==> src/rtl/rotate_stepper_pkg.sv <==
// Shared constants for the rotate_stepper sequencing stage.
package rotate_stepper_pkg;

  localparam int DATA_W = 4;

  typedef enum logic [0:0] {
    ST_IDLE = 1'b0,
    ST_RUN  = 1'b1
  } state_t;

endpackage

==> src/rtl/barrel_shifter.sv <==
// 4-bit rotate-right barrel shifter: y = w rotated right by s.
module barrel_shifter (
  input  logic [3:0] w,
  input  logic [1:0] s,
  output logic [3:0] y
);

  always_comb begin
    y = w;
    case (s)
      2'd0: y = w;
      2'd1: y = {w[0],   w[3:1]};
      2'd2: y = {w[1:0], w[3:2]};
      2'd3: y = {w[2:0], w[3]};
      default: y = w;
    endcase
  end

endmodule

==> src/rtl/rotate_stepper.sv <==
// Loads a word and streams count successive rotate-right results over
// valid/ready, then pulses done for one cycle.
module rotate_stepper
  import rotate_stepper_pkg::*;
#(
  parameter int CNT_W = 4
) (
  input  logic              clk,
  input  logic              rst_n,
  input  logic              start,
  input  logic [DATA_W-1:0] din,
  input  logic [1:0]        step,
  input  logic [CNT_W-1:0]  count,
  output logic              busy,
  output logic              out_valid,
  input  logic              out_ready,
  output logic [DATA_W-1:0] dout,
  output logic              done
);

  state_t              r_state;
  state_t              w_state_next;
  logic [DATA_W-1:0]   r_dout;
  logic                r_valid;
  logic                r_done;
  logic [1:0]          r_step;
  logic [CNT_W-1:0]    r_rem;

  logic                w_run;
  logic                w_hs;
  logic                w_last;
  logic [DATA_W-1:0]   w_sh_w;
  logic [1:0]          w_sh_s;
  logic [DATA_W-1:0]   w_sh_y;

  assign w_run  = (r_state == ST_RUN);
  assign w_hs   = w_run && r_valid && out_ready;
  assign w_last = (r_rem == CNT_W'(1));

  // In IDLE the shifter sees the incoming word; in RUN it re-rotates dout.
  assign w_sh_w = w_run ? r_dout : din;
  assign w_sh_s = w_run ? r_step : step;

  barrel_shifter u_shifter (
    .w (w_sh_w),
    .s (w_sh_s),
    .y (w_sh_y)
  );

  always_ff @(posedge clk or negedge rst_n) begin
    if (!rst_n) begin
      r_state <= ST_IDLE;
    end else begin
      r_state <= w_state_next;
    end
  end

  always_comb begin
    w_state_next = r_state;
    case (r_state)
      ST_IDLE: if (start && (count != '0)) w_state_next = ST_RUN;
      ST_RUN:  if (w_hs && w_last)         w_state_next = ST_IDLE;
      default: w_state_next = ST_IDLE;
    endcase
  end

  always_ff @(posedge clk or negedge rst_n) begin
    if (!rst_n) begin
      r_dout  <= '0;
      r_valid <= 1'b0;
      r_done  <= 1'b0;
      r_step  <= '0;
      r_rem   <= '0;
    end else begin
      r_done <= 1'b0;
      if (!w_run) begin
        if (start) begin
          if (count != '0) begin
            r_step  <= step;
            r_rem   <= count;
            r_dout  <= w_sh_y;
            r_valid <= 1'b1;
          end else begin
            r_done <= 1'b1;
          end
        end
      end else if (w_hs) begin
        r_rem <= r_rem - CNT_W'(1);
        // Last beat accepted: dout keeps its value, valid drops as done rises.
        if (w_last) begin
          r_valid <= 1'b0;
          r_done  <= 1'b1;
        end else begin
          r_dout <= w_sh_y;
        end
      end
    end
  end

  assign busy      = w_run;
  assign out_valid = r_valid;
  assign dout      = r_dout;
  assign done      = r_done;

endmodule
==> config.mk <==
export PLATFORM = sky130hd
export DESIGN_NAME = rotate_stepper
export DESIGN_NICKNAME = d
export VERILOG_FILES = /design/src/rtl/rotate_stepper_pkg.sv /design/src/rtl/barrel_shifter.sv /design/src/rtl/rotate_stepper.sv
export SDC_FILE = /design/constraint.sdc
export NUM_CORES = 1
export LEC_CHECK = 0
export BUFFER_PORTS_ARGS = -buffer_cell sky130_fd_sc_hd__buf_4
export CAP_MARGIN = 20
export CORE_ASPECT_RATIO = 0.8
export CORE_MARGIN = 2
export CORE_UTILIZATION = 50
export CTS_CLUSTER_DIAMETER = 50
export CTS_CLUSTER_SIZE = 16
export DETAILED_ROUTE_END_ITERATION = 12
export HOLD_SLACK_MARGIN = 0.03
export PLACE_DENSITY_LB_ADDON = 0.08
export SYNTH_ARGS = -nofsm -noshare
export SYNTH_HDL_FRONTEND = slang
export SYNTH_SLANG_ARGS = --single-unit
==> constraint.sdc <==
create_clock -name clk -period 2.25 [get_ports clk]
set_input_delay 0.1125 -clock clk [delete_from_list [all_inputs] [get_ports clk]]
set_output_delay 0.1125 -clock clk [all_outputs]
set_load 0.05 [all_outputs]
==> reports/results.md <==
## Global route
• **Total Routing Usage GR** 17.4%
• **number of antenna violations at the first check in global routing** 0
• **largest net degree at the start of global routing** 15
• **overall overflow remaining after global route** 0
• **vias in the first global route** 562
• **wire length of the first global-routing pass** 2440 um

## Synth
• **dominant cell type by area after synthesis** dfrtp_1
• **syn_nets** 91
• **sequential area share after synthesis** 39.3%
• **EDFF count, synth** 0
• **Post-Synthesis Cells** 75
• **cell types with the highest counts after synthesis** 13 x dfrtp_1, 7 x mux2i_1, 6 x mux2_2, 6 x nand2_1
• **fraction of synthesis flops using an asynchronous set or reset pin** 100%
• **cell area after synthesis** 827 um2
• **most numerous cell in the Yosys netlist** dfrtp_1
• **total of warnings raised by yosys** 0
• **synthesized flop and latch total** 13
• **top-area cell type share of the netlist area** 39.3%
• **dominant synthesized flop cell** dfrtp_1
• **dominant cells by area after synthesis** dfrtp_1 39%, mux2i_1 8.5%, mux2_2 8.2%
• **number of distinct library cells after synthesis** 27
• **syn_area_per_cell** 11.0 um2

## Floorplanning
• **initial core utilization** 51.9%
• **die footprint** 2000 um2
• **die boundary height** 40.4 um
• **number of primary I/O pins** 21
• **Die Wd** 49.5 um
• **area of the core** 1590 um2
• **Cell Rows** 13

## Setup path
• **launch instance of the worst register-to-register path** busy
• **CP Capture Type** flip-flop
• **R2R Setup Slk** 0.64 ns
• **largest fanout on the critical path** 14
• **ordered list of cells on the worst path** nand2b_1 > nand2b_2 > o21ai_4 > mux2_4
• **dominant delay contributor by cell family on the critical path** flip-flops
• **data arrival time at the worst-slack endpoint** 1.76 ns
• **Crit path buffers/inverters** 0
• **slowest cell delay on critical path** 0.52 ns
• **Data required, critical path** 2.40 ns
• **worst reg2reg endpoint** dout[2]
• **critical setup path kind** reg2reg
• **cell with the largest stage delay on the worst path** dfrtp_1
• **startpoint type of the worst setup path** flip-flop
• **path depth of the worst reg2reg path** 4

## Clocking
• **post-CTS setup buffer count** 0
• **CTS tree** done
• **level count of the clock H-tree** 1
• **cells resized by post-CTS repair** 0
• **Clk pin slew, worst setup/hold paths** 0.08 ns
• **Hold Buf Count CTS** 1
• **Root Buffer Master** clkbuf_4
• **Clk Latency, worst-skew pair** 0.27 ns
• **number of clock sinks seen by CTS** 13
• **CTS Buf Count** 3
• **buffers from clock root to sink, at most** 2

## Routing
• **drt pass-1 iters** 4
• **WL final** 1570 um
• **number of remaining DRC errors** 0
• **number of antenna-violating nets in the routed design** 0
• **number of vias per cell after detailed routing** 5.50
• **drt initial violations** 10
• **total number of vias** 655
• **average wire length per cell after detail routing** 13.2 um

## Timing
• **slew at the pin with the worst max-slew slack** 0.436 ns
• **number of hold violations in the final report** 0
• **Finish-stage setup viols** 0
• **max-slew violation count** 0
• **Post-Route Hold Slack** 0.0897 ns
• **setup repair after global routing missed its margin** false
• **f_max** 621 MHz
• **worst slew margin relative to its limit** 70.9%
• **final cycle utilization of the critical path** 71.5%
• **post-layout minimum cycle time** 1.61 ns
• **Worst Skew** 0.00965 ns
• **final worst slack** 0.641 ns
• **TNS Setup** 0 ns

## Pwr
• **overall power consumption** 1.43 mW
• **clock share of power** 9.4%
• **proportion of power drawn by flip-flops and latches** 32.2%
• **Peak supply drop** 0.896 mV
• **leakage component of the power** 0.504 nW
• **switching power of the nets** 0.619 mW
• **switching share of total power** 43.2%
• **cell-internal power** 0.814 mW
• **power density of the placed cells** 1400 nW/um2
• **Gate power share** 58.4%

## Place
• **pre-CTS setup slack** 0.666 ns
• **final estimated routing congestion in global placement** 0.802
• **total half-perimeter wirelength after legalization and detailed placement** 1300 um
• **cell count after placement** 114
• **Area after DPL** 985 um2
• **quantity of I/O buffers inserted on ports** 20

## Hold path
• **worst hold path type** in2reg
• **worst hold path stage count** 2
• **beginning of the worst hold path** step[1]
• **Endpoint, Worst Hold** r_step[1]

## Final layout
• **Layout Cell Area excl Fill** 1020 um2
• **final cell count without fillers** 119
• **count of nets after finishing** 114
• **share of layout cells above drive strength 1** 41.2%
• **final core utilization** 64.1%
• **diode insertion count for antenna repair** 0
• **area overhead of the layout relative to synthesis** 23.4%

## Status
• **status** finished clean

## Flow run
• **max_cap viols** 0

[cell usage in the layout (no fill, tap or decap), drive strengths merged]
cell / instances
a221o: 4
or4: 1
o22ai: 4
o21ai: 5
and2: 1
nor3: 1
nand2b: 3
o221a: 2
ha: 2
nor2b: 1
and3: 3
clkbuf: 4
inv: 3
buf: 20
mux2i: 7
nand3: 1
nor2: 2
dlygate4sd3: 1
nand2: 7
mux2: 10
dfrtp: 13
nor3b: 1
or2: 1
[worst max-delay path by stage]
stage | startpoint | endpoint | cells after the start
after floorplan | busy | dout[0] | 4
after global placement | busy | dout[0] | 4
after global routing | busy | dout[2] | 4
after detailed placement | busy | dout[2] | 4
after CTS | busy | dout[2] | 4
final | busy | dout[2] | 4
[flip-flops by register name, summed over array words and instances, names as in the netlist]
name       flops
r_step         2
done           1
dout           4
r_rem          4
out_valid      1
busy           1
[logic make-up (layout without fill, tap and decap cells)]
kind of cell | count (synthesis) | in the layout | share of synthesized area [%]
flip-flops | 13 | 13 | 39.3
adder cells (fa/ha/maj) | 2 | 2 | 3.03
AO/OA/AOI/OAI | 15 | 15 | 15.0
buffers and inverters | 6 | 28 | 3.78
multiplexers | 17 | 17 | 23.9
AND/OR/NAND/NOR | 22 | 22 | 15.0
[layout make-up]
| type | instances | area, um2 |
|---|---|---|
| Fill cell | 145 | 573 |
| Multi-Input combinational cell | 56 | 470 |
| Sequential cell | 13 | 325 |
| Timing Repair Buffer | 21 | 160 |
| Tap cell | 22 | 27.5 |
| Clock buffer | 4 | 26.3 |
| Inverter | 3 | 11.3 |
[power groups by stage]
stage	Sequential [mW]	Combinational (mW)	Clock [mW]
final	0.461	0.837	0.135
after global routing	0.479	0.903	0.161
after CTS	0.458	0.839	0.142
after detailed placement	0.463	0.837	0
after global placement	0.457	0.823	0
after floorplan	0.587	0.521	0
[metal layers]
layer / wire, um / GRT usage (%) / share of wire, %
met4: 13 / 6.25 / 0.83
met1: 809 / 22.3 / 51
met3: 53 / 5.60 / 3.4
met5: 0 / 0 / 0
met2: 695 / 28.4 / 44
[worst reg2reg max path, stage by stage, from the launching register on]
cell and delay [ns]:
dfrtp_1 0.52, nand2b_1 0.22, nand2b_2 0.28, o21ai_4 0.15, mux2_4 0.32
No activity file was read; power rests on OpenSTA's default activity.
